$ cat config.mk
export PLATFORM = sky130hd
export DESIGN_NAME = seven_seg_scan_flat
export DESIGN_NICKNAME = d
export VERILOG_FILES = /design/src/rtl/seven_seg_pkg.sv /design/src/rtl/seven_seg_scan_if.sv /design/src/rtl/seven_seg_decode.sv /design/src/rtl/seven_seg_scan.sv /design/src/flat_wrapper.sv
export SDC_FILE = /design/constraint.sdc
export NUM_CORES = 1
export LEC_CHECK = 0
export BUFFER_PORTS_ARGS = -buffer_cell sky130_fd_sc_hd__buf_2
export CAP_MARGIN = 5
export CORE_MARGIN = 2
export CORE_UTILIZATION = 40
export CTS_BUF_LIST = sky130_fd_sc_hd__clkbuf_8
export DETAILED_ROUTE_END_ITERATION = 12
export PLACE_DENSITY = 0.56
export SYNTH_ARGS = -nofsm -noshare
export SYNTH_HDL_FRONTEND = slang
export SYNTH_HIERARCHICAL = 1
export SYNTH_SLANG_ARGS = --single-unit
$ cat constraint.sdc
create_clock -name clk -period 6.65 [get_ports clk]
set_input_delay 0.3325 -clock clk [delete_from_list [all_inputs] [get_ports clk]]
set_output_delay 0.3325 -clock clk [all_outputs]
set_load 0.05 [all_outputs]
$ cat src/rtl/seven_seg_pkg.sv
// Shared seven-segment constants and helpers: the hex glyph table (active-low form),
// the blank pattern and the index-width helper used by the scan driver and static displays.
package seven_seg_pkg;

   localparam logic [6:0] SEG_BLANK = 7'h7F;

   // Glyphs 0-9, A, b, C, d, E, F as {g,f,e,d,c,b,a}, a lit segment reads 0
   localparam logic [6:0] SEG_TABLE [16] = '{
      7'h40, 7'h79, 7'h24, 7'h30, 7'h19, 7'h12, 7'h02, 7'h78,
      7'h00, 7'h10, 7'h08, 7'h03, 7'h46, 7'h21, 7'h06, 7'h0E
   };

   function automatic logic [6:0] hex_to_seg(input logic [3:0] nibble);
      return SEG_TABLE[nibble];
   endfunction

   function automatic int idx_width(input int n);
      return (n <= 1) ? 1 : $clog2(n);
   endfunction

endpackage

$ cat src/rtl/seven_seg_scan_if.sv
// Display-side bundle between the datapath and the scan driver: data/control in, pin drive out.
interface seven_seg_scan_if #(
   parameter int NUM_DIGITS = 4
);

   logic                      en;
   logic [4*NUM_DIGITS-1:0]   value;
   logic [NUM_DIGITS-1:0]     dp;
   logic                      load;
   logic                      blank_lz;
   logic [6:0]                seg;
   logic                      dp_out;
   logic [NUM_DIGITS-1:0]     an;
   logic                      frame_done;

   modport master (
      output en, value, dp, load, blank_lz,
      input  seg, dp_out, an, frame_done
   );

   modport slave (
      input  en, value, dp, load, blank_lz,
      output seg, dp_out, an, frame_done
   );

endinterface

$ cat src/rtl/seven_seg_decode.sv
// Combinational nibble-to-glyph decoder, active-low segments; shared with static single-digit displays.
module seven_seg_decode
   import seven_seg_pkg::*;
(
   input  logic [3:0] nibble,
   input  logic       blank,
   output logic [6:0] seg
);

   assign seg = blank ? SEG_BLANK : hex_to_seg(nibble);

endmodule

$ cat src/rtl/seven_seg_scan.sv
// Time-multiplexed driver for a bank of common-anode digits: one digit per prescaler slot,
// double-buffered value so a frame never mixes old and new digits, dead time against ghosting.
module seven_seg_scan
   import seven_seg_pkg::*;
#(
   parameter int NUM_DIGITS  = 4,
   parameter int SCAN_DIV    = 50000,
   parameter int DEAD_CYC    = 2,
   parameter int SEG_ACT_LOW = 1,
   parameter int AN_ACT_LOW  = 1
) (
   input logic             clk,
   input logic             rst_n,
   seven_seg_scan_if.slave bus
);

   localparam int IW = idx_width(NUM_DIGITS);
   localparam int PW = idx_width(SCAN_DIV);
   localparam int VW = 4 * NUM_DIGITS;

   localparam logic [6:0]            SEG_OFF = (SEG_ACT_LOW != 0) ? SEG_BLANK : 7'h00;
   localparam logic                  DP_OFF  = (SEG_ACT_LOW != 0);
   localparam logic [NUM_DIGITS-1:0] AN_OFF  = (AN_ACT_LOW != 0) ? '1 : '0;

   logic [PW-1:0]         presc;
   logic [IW-1:0]         idx;
   logic [VW-1:0]         pend_val;
   logic [VW-1:0]         disp_val;
   logic [NUM_DIGITS-1:0] pend_dp;
   logic [NUM_DIGITS-1:0] disp_dp;

   logic                  slot_end;
   logic                  last_digit;
   logic                  frame_wrap;
   logic                  in_dead;
   logic [VW-1:0]         upper_val;
   logic [3:0]            cur_nib;
   logic                  digit_blank;
   logic [6:0]            cur_seg;
   logic [NUM_DIGITS-1:0] an_onehot;

   logic [6:0]            seg_next;
   logic                  dp_next;
   logic [NUM_DIGITS-1:0] an_next;

   logic [6:0]            seg_q;
   logic                  dp_q;
   logic [NUM_DIGITS-1:0] an_q;
   logic                  frame_done_q;

   // Slot/frame boundaries and the digit currently owning the bus
   always_comb begin
      slot_end    = (presc == PW'(SCAN_DIV - 1));
      last_digit  = (idx == IW'(NUM_DIGITS - 1));
      frame_wrap  = bus.en && slot_end && last_digit;
      in_dead     = (presc < PW'(DEAD_CYC));
      upper_val   = disp_val >> {idx, 2'b00};
      cur_nib     = upper_val[3:0];
      digit_blank = bus.blank_lz && (idx != '0) && (upper_val == '0);
      an_onehot   = NUM_DIGITS'(1) << idx;
   end

   seven_seg_decode u_decode (
      .nibble (cur_nib),
      .blank  (digit_blank),
      .seg    (cur_seg)
   );

   // Segments keep the current glyph through the dead time; only the anodes go dark
   always_comb begin
      seg_next = SEG_OFF;
      dp_next  = DP_OFF;
      an_next  = AN_OFF;
      if (bus.en) begin
         seg_next = (SEG_ACT_LOW != 0) ? cur_seg : ~cur_seg;
         dp_next  = (SEG_ACT_LOW != 0) ? ~disp_dp[idx] : disp_dp[idx];
         if (!in_dead) begin
            an_next = (AN_ACT_LOW != 0) ? ~an_onehot : an_onehot;
         end
      end
   end

   always_ff @(posedge clk or negedge rst_n) begin
      if (!rst_n) begin
         presc <= '0;
         idx   <= '0;
      end else if (bus.en) begin
         if (slot_end) begin
            presc <= '0;
            idx   <= last_digit ? '0 : idx + 1'b1;
         end else begin
            presc <= presc + 1'b1;
         end
      end
   end

   // Display takes the old pending on the wrap edge, so a load on that same edge waits a frame
   always_ff @(posedge clk or negedge rst_n) begin
      if (!rst_n) begin
         pend_val <= '0;
         pend_dp  <= '0;
         disp_val <= '0;
         disp_dp  <= '0;
      end else begin
         if (bus.load) begin
            pend_val <= bus.value;
            pend_dp  <= bus.dp;
         end
         if (frame_wrap) begin
            disp_val <= pend_val;
            disp_dp  <= pend_dp;
         end
      end
   end

   always_ff @(posedge clk or negedge rst_n) begin
      if (!rst_n) begin
         seg_q        <= SEG_OFF;
         dp_q         <= DP_OFF;
         an_q         <= AN_OFF;
         frame_done_q <= 1'b0;
      end else begin
         seg_q        <= seg_next;
         dp_q         <= dp_next;
         an_q         <= an_next;
         frame_done_q <= frame_wrap;
      end
   end

   assign bus.seg        = seg_q;
   assign bus.dp_out     = dp_q;
   assign bus.an         = an_q;
   assign bus.frame_done = frame_done_q;

endmodule

$ cat src/flat_wrapper.sv
// flat-port wrapper written by rule: the top's interface ports become plain ports
module seven_seg_scan_flat import seven_seg_pkg::*;
#(
   parameter int NUM_DIGITS  = 4,
   parameter int SCAN_DIV    = 50000,
   parameter int DEAD_CYC    = 2,
   parameter int SEG_ACT_LOW = 1,
   parameter int AN_ACT_LOW  = 1
)
  (clk, rst_n, bus_en, bus_value, bus_dp, bus_load, bus_blank_lz, bus_seg, bus_dp_out, bus_an, bus_frame_done);
  seven_seg_scan_if #(.NUM_DIGITS(NUM_DIGITS)) bus_i ();
  input logic clk;
  input logic rst_n;
  input wire logic [$bits(bus_i.en)-1:0] bus_en;
  input wire logic [$bits(bus_i.value)-1:0] bus_value;
  input wire logic [$bits(bus_i.dp)-1:0] bus_dp;
  input wire logic [$bits(bus_i.load)-1:0] bus_load;
  input wire logic [$bits(bus_i.blank_lz)-1:0] bus_blank_lz;
  output wire logic [$bits(bus_i.seg)-1:0] bus_seg;
  output wire logic [$bits(bus_i.dp_out)-1:0] bus_dp_out;
  output wire logic [$bits(bus_i.an)-1:0] bus_an;
  output wire logic [$bits(bus_i.frame_done)-1:0] bus_frame_done;
  assign bus_i.en = bus_en;
  assign bus_i.value = bus_value;
  assign bus_i.dp = bus_dp;
  assign bus_i.load = bus_load;
  assign bus_i.blank_lz = bus_blank_lz;
  assign bus_seg = bus_i.seg;
  assign bus_dp_out = bus_i.dp_out;
  assign bus_an = bus_i.an;
  assign bus_frame_done = bus_i.frame_done;
  seven_seg_scan #(.NUM_DIGITS(NUM_DIGITS), .SCAN_DIV(SCAN_DIV), .DEAD_CYC(DEAD_CYC), .SEG_ACT_LOW(SEG_ACT_LOW), .AN_ACT_LOW(AN_ACT_LOW)) u_core (.clk(clk), .rst_n(rst_n), .bus(bus_i));
endmodule
======== Yosys cells after proc, flatten, opt, wreduce, memory -nomap -nowiden ========
Memories as Yosys holds them, arrays and structs flattened.
Index checks and enable logic that the tools add are counted.
word-level totals
  input bits .............................. 25
  logic and storage cells ................. 41
  memories kept ........................... 1
  ROM bits ................................ 112
  output and inout port bits .............. 13
  register bits ........................... 71
cells by class
  reductions and logical operators ........ 7
  mux-type cells .......................... 11
  equality and inequality tests ........... 2
  $add $sub $neg .......................... 2
  $lt $le $gt $ge ......................... 3
  bitwise operators ....................... 3
  shift-type cells ........................ 2
memory list
  name             words  width  rd ports  clocked after memory_dff  write ports  RTL line             source
  (no name shown)  16     7      1         0                         0            seven_seg_pkg.sv:14  return SEG_TABLE[nibble];
operators with widths
  kind                     count
  $mux W7                  4
  $add A16 B1 Y16 const B  1
  $eq A16 B16 Y1 const B   1
  $logic_not A16 Y1        1
  $lt A16 B2 Y1 const B    1
  $mux W16                 1
  $shr A16 B4 Y16          1
  $mux W4                  2
  $ge A5 B5 Y1 const B     1
  $not A4 Y5               1
  $logic_and A1 B1 Y1      4
  $not A4 Y4               1
  $shl A1 B2 Y4 const A    1
  $lt A2 B3 Y1 const B     1
  $add A2 B1 Y2 const B    1
  $bmux W1 S2              1
  $eq A2 B2 Y1 const B     1
  $mux W1                  2
  $mux W2                  1
  $reduce_and A2 Y1        1
  $reduce_bool A2 Y1       1
  $not A1 Y1               1

======== Longest topological paths before layout ========
Gate-level depths: netlist of the first run.
  depth in word-level cells ............... 7
  mapped depth ............................ 9
  gate-level depth less buffers ........... 8

======== Hierarchy ========
The synthesis of the first run kept the hierarchy.
modules (own cells, without submodules)
  module            instances  area each (um^2)  cells each  sequential area each (um^2)
  seven_seg_scan    1          3,171.8           232         1,791.7
  seven_seg_decode  1          299.0             35          0.0

======== Worst setup path after synthesis of the first run ========
No wires, ideal clock.
  path kind ............................... register to register
  from .................................... reg u_core.idx[0]
  to ...................................... reg u_core.seg_q[3], in the netlist u_core/bus.seg[3]
  data required time ...................... 6.586 ns
  cell stages (with the launch flop) ...... 8
  buffers on the path ..................... 1
  path slack .............................. 4.056 ns
  data arrival time ....................... 2.530 ns
  path through ............................ dfrtp_1 buf_6 mux4_2 or4_1 nor3_1 nor2b_1 a32oi_1 nand2b_1
RTL lines
  element                   RTL line                source
  start: declaration        seven_seg_scan.sv:26    logic [IW-1:0] idx;
  start signal: assignment  seven_seg_scan.sv:90    idx <= last_digit ? '0 : idx + 1'b1;
  $shr A16 B4 Y16           seven_seg_scan.sv:57    upper_val = disp_val >> {idx, 2'b00};
  via u_core.upper_val[0]   seven_seg_scan.sv:36    logic [VW-1:0] upper_val;
  $logic_not A16 Y1         seven_seg_scan.sv:59    digit_blank = bus.blank_lz && (idx != '0) && (upper_val == '0);
  $logic_and A1 B1 Y1       seven_seg_scan.sv:59
  via u_core.digit_blank    seven_seg_scan.sv:38    logic digit_blank;
  $mux W7                   seven_seg_decode.sv:10  assign seg = blank ? SEG_BLANK : hex_to_seg(nibble);
  via u_core.cur_seg[3]     seven_seg_scan.sv:39    logic [6:0] cur_seg;
  $mux W7                   seven_seg_scan.sv:74    if (bus.en) begin
  via u_core.seg_next[3]    seven_seg_scan.sv:42    logic [6:0] seg_next;
  end signal: assignment    seven_seg_scan.sv:123   seg_q <= seg_next;
  end: declaration          seven_seg_scan.sv:46    logic [6:0] seg_q;
The timed path passes the listed nets, and every way through them passes these cells. The select of a mux whose other input is x is not followed.
A chain may end at the register's enable or synchronous reset.

======== Final worst setup path of the first run ========
  from .................................... reg u_core.idx[0]
  to ...................................... reg u_core.seg_q[0], in the netlist u_core/bus.seg[0]
The elaborated chain is that of the path after synthesis.

==> results.ini, run 1 <==
[layout]
final_util_pct = 46.9
diodes = 0
syn2layout_area_growth_pct = 12.1
final_nets = 339
drive_above_1_share_pct = 37.8

[clocking]
cts_tree = built
clock_path_buffers = 2
cts-buffers-inserted = 9
cts_repair_resize_count = 0
cts-root-buf = clkbuf_8
cts_sinks = 71
clk_latency_ns = 0.35
clkTransAtPathRegs_ns = 0.09
postCtsHoldBufs = 0
htreeDepth = 3
post_cts_buffers = 0

[critical_path]
worst_setup_path_start_kind = flip-flop
arrival_ns = 3.52
cp_slowest_cell = mux4_2
required_ns = 6.92
worstSetupEndpointType = flip-flop
slowest_delay_ns = 0.74
path_cells = mux4_2, or4_1, nor3_1, nor2_1, a32oi_1, nand2b_1
criticalPathCategory = flip-flop to flip-flop
crit_fanout = 15

[global_routing]
grt_max_degree = 72
grt_pass1_vias = 2120
grt_usage_pct = 14.2
antenna_found_initial = 0
gr-total-overflow = 0
grt_pass1_wl_um = 10800

[yosys]
seq_area_frac_synth_pct = 51.6
synth-seq-cells = 71
postSynthCellCount = 267
async_flop_share_pct = 100
yosys_most_used_dff = dfrtp_1
yosys.area.top_type = dfrtp_1
synth.cell_area_um2 = 3470
yosys_warnings = 6
ys_types = 48
syn_area_per_cell_um2 = 13.0
syn-num-nets = 304
synth_area_leaders = dfrtp_1 (43%), dfstp_2 (9.1%), mux2_4 (8.7%)
yosys.area.top_type_share_pct = 42.5
synth-edff-count = 0

[sta]
grt_setup_unrepaired = no
setup_viol = 0
tns_ns = 0
final.period_utilization_pct = 48.9
maxSlewViolCount = 0
relSlewSlack_pct = 42.3
max_freq_ghz = 0.308
clock_skew_ns = 0.0170
period_needed_ns = 3.25
max_slew.worst_pin.slew_ns = 0.865
final_hold_viol_count = 0

[power_and_ir_drop]
p_leak_uw = 0.00178
power_density_nw_per_um2 = 233
peakVddDrop_mv = 0.146

[floorplan]
start_util_pct = 41.8
die_w_um = 97.2
io-pin-count = 38
die_area_um2 = 9440
placementRows = 33
fp.dieH_um = 97.2
coreArea_um2 = 8300

[placement]
gp_congestion = 0.789
io_buffers = 37
dp_hpwl_um = 4240

[drt]
wl_per_cell_um = 15.0
drtIter0Drc = 83
remaining_drc_errors = 0
wl_um = 6180
dr_total_vias = 2119
antenna_left = 0
dr.pass1.iters = 4
via_per_inst = 5.14

[outcome]
status = finished, final reports clean

[worst_hold_path]
hold_path.class = primary input to asynchronous set/reset pin

[run]
maxCapViolCount = 0

logic make-up (layout without fill, tap and decap cells):
kind of cell / Yosys count / count (layout) / share of synthesized area [%]
simple gates: 81 / 81 / 13.5
flops: 71 / 71 / 51.6
mux: 50 / 50 / 19.5
buf+inv: 21 / 61 / 3.64
compound gates: 19 / 19 / 4.11
xor+xnor: 13 / 13 / 3.28
fa+ha+maj: 12 / 12 / 4.33
metal layers:
metal / vias up / global-route usage (%) / routed length (µm)
met5: - / 0 / 0
met4: 0 / 4.55 / 78
li1: 1034 / - / -
met1: 1034 / 20.2 / 3140
met3: 6 / 4.75 / 270
met2: 45 / 20.3 / 2690
flip-flops by register name, summed over array words and instances (netlist names):
name	flops
u_core/pend_val	16
u_core/bus.dp_out	1
u_core/disp_dp	4
u_core/bus.seg	7
u_core/disp_val	16
u_core/bus.frame_done	1
u_core/presc	16
u_core/pend_dp	4
u_core/bus.an	4
u_core/idx	2
cell usage in the layout (no fill, tap or decap), drive strengths merged, types with 2 or more instances in the layout:
cell      count
mux2i         4
a32oi         2
and3          2
or4           2
dfrtp        59
nand3         3
nand2b       10
a21oi         3
clkinvlp      2
ha           12
clkbuf        9
a221o         2
nor4          6
o21ai         3
mux2         42
clkinv        3
xnor2        10
o41ai         2
nor2b         3
dfstp        12
nor3          6
mux4          4
nand4        11
buf          38
nor4b         3
nor2         13
inv           8
and2          2
nand2        16
xor2          3
cell usage after synthesis, drive strengths merged, types with 4 or more instances:
library cell  number
dfrtp             59
mux2              42
nand2             16
nor2              13
dfstp             12
ha                12
nand4             11
nand2b            10
xnor2             10
buf                9
inv                7
nor3               6
nor4               6
clkbuf             5
mux2i              4
mux4               4
stage by stage:
step           hold WS [ns]  setup WS (ns)  power (µW)  cell area, µm²  cells
2_1_floorplan        0.0369           4.06         552            3470    267
3_3_place_gp          0.491           3.56         576            3690    396
3_5_place_dp          0.493           3.44         578            3690    396
4_1_cts               0.199           3.38         921            3890    412
5_1_grt               0.198           3.17         954            3890    412
6_report              0.180           3.40         906            3890    412
power by group:
part	internal (µW)	switching [µW]	leakage, µW
registers	462	33.4	0.000880
clock network	174	164	0.0000956
logic	35.3	38.3	0.000803
final timing paths:
kind | from | end | slack, ns | cells past startpoint
setup / recovery | u_core/idx[0] | u_core/bus.seg[0] | 3.40 | 6
hold / removal | rst_n | u_core/presc[3] | 0.18 | 2
setup reg to reg | u_core/idx[0] | u_core/bus.seg[0] | 3.40 | 6
hold reg to reg | u_core/pend_val[0] | u_core/disp_val[0] | 0.50 | 1
max in group asynchronous | rst_n | u_core/disp_val[2] | 5.90 | 2
min in group clk | bus_value[8] | u_core/pend_val[8] | 0.22 | 2
worst max-delay path, delay by kind of cell, from the launching register on:
| family | cells | cell delay (ns) |
|---|---|---|
| AND/OR/NAND/NOR | 4 | 1.52 |
| multiplexers | 1 | 0.74 |
| AO/OA/AOI/OAI | 1 | 0.22 |
| flip-flops | 1 | 0.69 |
cell type report:
type / instances / area, µm²
fillers: 759 / 4410
well taps: 105 / 131
inverters: 7 / 26.3
clock inverters: 7 / 72.6
multi-input cells: 175 / 1550
repair buffers: 38 / 193
clock buffers: 9 / 124
flip-flops and latches: 71 / 1790
Power figures use the tool's default switching activity.
==> run 2: changes to the inputs <==
clock period = 3.4 ns   (was 6.65 ns; I/O delays follow)
==> run 2 against run 1 <==
Register-to-register slack worse by 2.6 ns. Design area hardly changed. Sequential share of layout area hardly changed. Clock skew is 0.012 ns lower. Wire length is 3.6% higher. First-iteration DRC count is 29% higher. Critical endpoint unchanged. Via count is 2.7% higher. Utilization hardly changed. Setup slack worse by 2.6 ns. Combinational power is 100% higher. Largest cell class unchanged. Worst hold slack worse by 0.12 ns. Largest power group unchanged.
==> results.ini, run 2 (synthesized netlist as in run 1, its figures left out) <==
[outcome]
status = finished, final reports clean

[clocking]
cts_sinks = 71  ; unchanged
clk_latency_ns = 0.34  ; about the same
cts-root-buf = clkbuf_8
clock_path_buffers = 2  ; unchanged
htreeDepth = 3  ; unchanged
clkTransAtPathRegs_ns = 0.07  ; -0.02 ns
cts-buffers-inserted = 9  ; unchanged
cts_tree = built
cts_repair_resize_count = 0  ; unchanged

[power_and_ir_drop]
seq_power_share_pct = 58.2  ; +3.6 points
p_switching_uw = 441  ; +87%
peakVddDrop_mv = 0.202  ; +38%
power_density_nw_per_um2 = 429  ; +84%
clock_power_share_pct = 32.8  ; -4.4 points
p_leak_uw = 0.00180  ; +1.4%
combPwrFrac_pct = 9.0  ; +0.9 points
internal_power_uw = 1220  ; +83%
switching_share_pct = 26.5  ; +0.51 points
p_total_uw = 1670  ; +84%

[layout]
final_common_cell = dfrtp_1
drive_above_1_share_pct = 36.9  ; -0.93 points
top_regs = u_core/disp_val: 16 flops, u_core/pend_val: 16 flops, u_core/presc: 16 flops
final_nets = 344  ; +1.5%
final_util_pct = 46.8  ; about the same
diodes = 0  ; unchanged
syn2layout_area_growth_pct = 12.0  ; about the same
final_cell_mix = dfrtp_1 (59), buf_2 (37), mux2_4 (20), mux2_2 (20), nand2_1 (15)

[critical_path]
r2r_cells = 8  ; +2
slowest_delay_ns = 0.58  ; -0.16 ns
arrival_ns = 2.87  ; -0.65 ns
criticalPathCategory = flip-flop to flip-flop
cp_slowest_cell = mux4_2
worst_setup_path_start_kind = flip-flop
crit_fanout = 11  ; -4
r2r-start = u_core/idx[0]
crit_start = u_core/idx[0]
required_ns = 3.68  ; -3.24 ns
path_cells = buf_4, mux4_2, or4_1, nor3_1, buf_4, nor2_1, a32oi_1, nand2b_1
rrSetupSlack_ns = 0.81  ; -2.59 ns
worstSetupEndpointType = flip-flop
rr_endpoint = u_core/bus.seg[0]
endpoint = u_core/bus.seg[0]
cp_common_cell = buf_4

[sta]
final.period_utilization_pct = 76.1  ; +27 points
setup_viol = 0  ; unchanged
fin_ws_ns = 0.813  ; -2.59 ns
period_needed_ns = 2.59  ; -0.662 ns
tns_ns = 0  ; unchanged
hold_slack_ns = 0.0586  ; -0.122 ns
max_slew.worst_pin.slew_ns = 0.786  ; -0.0799 ns
clock_skew_ns = 0.00486  ; -0.0122 ns
max_freq_ghz = 0.387  ; +26%
grt_setup_unrepaired = no
relSlewSlack_pct = 47.6  ; +5.3 points
maxSlewViolCount = 0  ; unchanged
final_hold_viol_count = 0  ; unchanged

[floorplan]
placementRows = 33  ; unchanged
coreArea_um2 = 8300  ; unchanged
fp.dieH_um = 97.2  ; unchanged
start_util_pct = 41.8  ; unchanged
io-pin-count = 38  ; unchanged
die_w_um = 97.2  ; unchanged
die_area_um2 = 9440  ; unchanged

[global_routing]
antenna_found_initial = 0  ; unchanged
grt_pass1_wl_um = 11100  ; +2.8%
grt_max_degree = 36  ; -50%
gr-total-overflow = 0  ; unchanged
grt_usage_pct = 14.7  ; +0.51 points
grt_pass1_vias = 2158  ; +1.8%

[worst_hold_path]
hold_depth = 2
min-delay-start = bus_value[15]
hold_path.class = primary input to flip-flop

[drt]
drtIter0Drc = 107  ; +29%
dr_total_vias = 2176  ; +2.7%
wl_um = 6400  ; +3.6%
antenna_left = 0  ; unchanged
via_per_inst = 5.22  ; +1.5%
wl_per_cell_um = 15.3  ; +2.4%
dr.pass1.iters = 4  ; unchanged
remaining_drc_errors = 0  ; unchanged

[placement]
place_ws_ns = 0.843  ; -2.60 ns
gp_congestion = 0.779  ; -1.2%
io_buffers = 37  ; unchanged
dp_hpwl_um = 4500  ; +6.2%

[run]
maxCapViolCount = 0  ; unchanged

run 2: changes by cell type in the layout (fill, tap and decap cells not counted):
| cell | delta |
|---|---|
| buf_4 | +4 |
| bufinv_16 | -1 |
| clkinv_4 | -1 |
| clkinvlp_4 | -2 |
| dlygate4sd3_1 | +1 |
| inv_1 | +5 |
| inv_6 | -1 |
run 2: power by group through the flow:
stage	registers [µW]	logic (µW)	clock network, µW
after floorplan	964	115	0
after global placement	982	147	0
after detailed placement	982	151	0
after CTS	967	153	567
after global routing	979	169	604
final	970	149	547
run 2: stage by stage:
stage	area (µm²)	std cells
detailed placement	3720	400
global placement	3720	400
global route	3890	417
floorplan	3470	267
CTS	3890	417
finish	3890	417
run 2: final cells by class:
type / count / area (µm²)
fillers: 768 / 4410
flip-flops and latches: 71 / 1790
clock inverters: 7 / 28.8
well taps: 105 / 131
clock buffers: 9 / 124
inverters: 7 / 26.3
repair buffers: 43 / 233
multi-input cells: 175 / 1550
run 2: worst max-delay path: cells and delay by family (launching register included):
kind                   cells  cell delay [ns]
and+or+nand+nor            4             0.90
AOI/OAI and AO/OA          1             0.21
buffers and inverters      2             0.41
muxes                      1             0.58
DFF                        1             0.43
run 2: how the worst min path moves through the flow:
| stage | end | slack, ns |
|---|---|---|
| after floorplan | u_core/bus.frame_done | -0.13 |
| after global placement | u_core/presc[5] | 0.31 |
| after detailed placement | u_core/presc[5] | 0.31 |
| after CTS | u_core/pend_val[1] | 0.04 |
| after global routing | u_core/pend_val[2] | 0.05 |
| final | u_core/pend_val[15] | 0.06 |
run 2: timing repair:
action,CTS,global route
setup buffers,0,0
hold buffers,1,0
endpoints found under the hold margin,32,0
run 2: layer usage:
layer  wire, µm  global-route usage (%)  vias to the layer above  share of wire (%)
li1           -                       -                     1035                  -
met1       3160                    20.6                     1069                 49
met2       2860                    21.8                       60                 45
met3        274                    3.17                       12                4.3
met4         99                    6.50                        0                1.5
met5          0                       0                        -                  0
==> run 3: changes to the inputs <==
clock period = 2.4 ns   (was 3.4 ns; I/O delays follow)
==> run 3 against run 2 <==
First-iteration DRC count up 4.7%. Wire length down 0.52%. Maximum frequency up 14%. Clock-buffer cell count unchanged. Non-clock buffer count up 20. Global-route usage down 0.22 points. Sequential cell count unchanged. Clock power up 130%. Critical path depth down 1. Utilization up 3.9 points. Register-to-register slack worse by 0.69 ns. Highest routed layer unchanged.
==> results.ini, run 3 (synthesized netlist as in run 1, its figures left out) <==
[power_and_ir_drop]
p_leak_uw = 0.00193  ; +6.9%
power_density_nw_per_um2 = 679  ; +58%
peakVddDrop_mv = 0.375  ; +86%

[sta]
fin_ws_ns = 0.127  ; -0.687 ns
setup_viol = 0  ; unchanged
period_needed_ns = 2.27  ; -0.313 ns
grt_setup_unrepaired = no
maxSlewViolCount = 0  ; unchanged
relSlewSlack_pct = 48.8  ; +1.2 points
final_hold_viol_count = 0  ; unchanged
max_freq_ghz = 0.440  ; +14%
max_slew.worst_pin.slew_ns = 0.767  ; -0.0181 ns
final.period_utilization_pct = 94.7  ; +19 points
clock_skew_ns = 0.00705  ; +0.00219 ns
tns_ns = 0  ; unchanged

[critical_path]
rr_endpoint = u_core/bus.seg[1]
required_ns = 2.66  ; -1.02 ns
worstSetupEndpointType = flip-flop
slowest_delay_ns = 0.57  ; about the same
crit_family = multiplexers
criticalPathCategory = flip-flop to flip-flop
crit_fanout = 4  ; -7
cp_slowest_cell = mux4_2
path_cells = mux4_2, buf_4, inv_1, ha_1, or2_2, a311o_1, nand2b_1
rrSetupSlack_ns = 0.13  ; -0.69 ns
r2r-start = u_core/idx[0]
worst_setup_path_start_kind = flip-flop
r2r_cells = 7  ; -1
arrival_ns = 2.53  ; -0.34 ns
path_buf_inv = 2  ; unchanged

[global_routing]
gr-total-overflow = 0  ; unchanged
grt_max_degree = 72  ; +100%
grt_pass1_wl_um = 11000  ; -0.75%
grt_pass1_vias = 2189  ; +1.4%
antenna_found_initial = 0  ; unchanged
grt_usage_pct = 14.4  ; -0.22 points

[floorplan]
start_util_pct = 41.8  ; unchanged
placementRows = 33  ; unchanged
die_w_um = 97.2  ; unchanged
die_area_um2 = 9440  ; unchanged
io-pin-count = 38  ; unchanged
coreArea_um2 = 8300  ; unchanged
fp.dieH_um = 97.2  ; unchanged

[layout]
final_nets = 364  ; +5.8%
final_util_pct = 50.8  ; +3.9 points
diodes = 0  ; unchanged
multiInputGateArea_um2 = 1570  ; +0.97%
register_area_um2 = 1790  ; about the same
nFillCells = 745  ; -3.0%
syn2layout_area_growth_pct = 21.4
final_common_cell = dfrtp_1
top_regs = u_core/disp_val: 16 flops, u_core/pend_val: 16 flops, u_core/presc: 16 flops
final_cells = 437  ; +4.8%
final_cell_mix = dfrtp_1 (58), buf_2 (37), mux2_4 (20), mux2_2 (20), nand2_1 (15)
drive_above_1_share_pct = 39.5  ; +2.6 points

[outcome]
status = finished, final reports clean

[placement]
place_ws_ns = 0.0811  ; -0.762 ns
io_buffers = 37  ; unchanged
dp_cells = 405  ; +1.3%
gp_congestion = 0.780  ; about the same
dp_hpwl_um = 4300  ; -4.5%

[drt]
antenna_left = 0  ; unchanged
wl_um = 6370  ; -0.52%
via_per_inst = 5.14  ; -1.6%
remaining_drc_errors = 0  ; unchanged
dr.pass1.iters = 4  ; unchanged
wl_per_cell_um = 14.6  ; -5.1%
drtIter0Drc = 112  ; +4.7%
dr_total_vias = 2245  ; +3.2%

[clocking]
cts_tree = built
htreeDepth = 3  ; unchanged
clkTransAtPathRegs_ns = 0.08  ; about the same
clock_path_buffers = 2  ; unchanged
clk_latency_ns = 0.34  ; about the same
cts_sinks = 71  ; unchanged
cts-buffers-inserted = 9  ; unchanged
cts-root-buf = clkbuf_8

[worst_hold_path]
min-delay-start = bus_value[9]
min_to = u_core/pend_val[9]
hold_depth = 2  ; unchanged
hold_path.class = primary input to flip-flop

[run]
maxCapViolCount = 0  ; unchanged

[run 3: how the worst max path moves through the flow]
stage / slack, ns / from / endpoint / depth (start not counted)
finish: 0.13 / u_core/idx[0] / u_core/bus.seg[1] / 7
global placement: 0.15 / u_core/idx[0] / u_core/bus.seg[0] / 6
detailed placement: 0.08 / u_core/idx[0] / u_core/bus.seg[0] / 6
floorplan: 0.05 / u_core/idx[0] / u_core/bus.seg[3] / 7
global route: 0.008 / u_core/idx[0] / u_core/bus.seg[0] / 6
CTS: 0.06 / u_core/idx[0] / u_core/bus.seg[0] / 6
[run 3: cell type report]
class	count	share of cell area [%]
flip-flops and latches	71	42.5
multi-input cells	175	37.2
repair buffers	63	10.2
clock inverters	7	3.41
well taps	105	3.12
clock buffers	9	2.94
inverters	7	0.623
[run 3: metal layers]
| layer | global-route usage (%) | routed length (µm) | up-vias |
|---|---|---|---|
| li1 | - | - | 1079 |
| met1 | 21.4 | 3240 | 1105 |
| met2 | 20.4 | 2790 | 53 |
| met3 | 3.31 | 263 | 8 |
| met4 | 5.85 | 76 | 0 |
| met5 | 0 | 0 | - |
[run 3: timing repair]
action                     in CTS  in global routing
setup endpoints to repair       0                  5
hold buffers                   11                  2
setup buffers                   0                  3
resized for setup               0                  3
hold endpoints to repair       69                  2
[run 3: per-stage QoR]
step | hold WS, ns | instance area, µm² | total power (µW)
2_1_floorplan | -0.176 | 3480 | 1530
3_3_place_gp | 0.178 | 3790 | 1600
3_5_place_dp | 0.181 | 3790 | 1610
4_1_cts | 0.000407 | 4160 | 2890
5_1_grt | 0.00160 | 4220 | 3000
6_report | 0.0118 | 4220 | 2860
[run 3: worst register-to-register path: stages (launching register included)]
cell	delay [ns]
dfrtp_2	0.43
mux4_2	0.57
buf_4	0.17
inv_1	0.06
ha_1	0.22
or2_2	0.31
a311o_1	0.30
nand2b_1	0.13
[run 3: where the power goes]
group          leakage (µW)  total, µW  switching, µW  internal [µW]
registers          0.000880       1370           92.1           1280
clock network      0.000126       1260            463            799
logic              0.000923        228            112            116
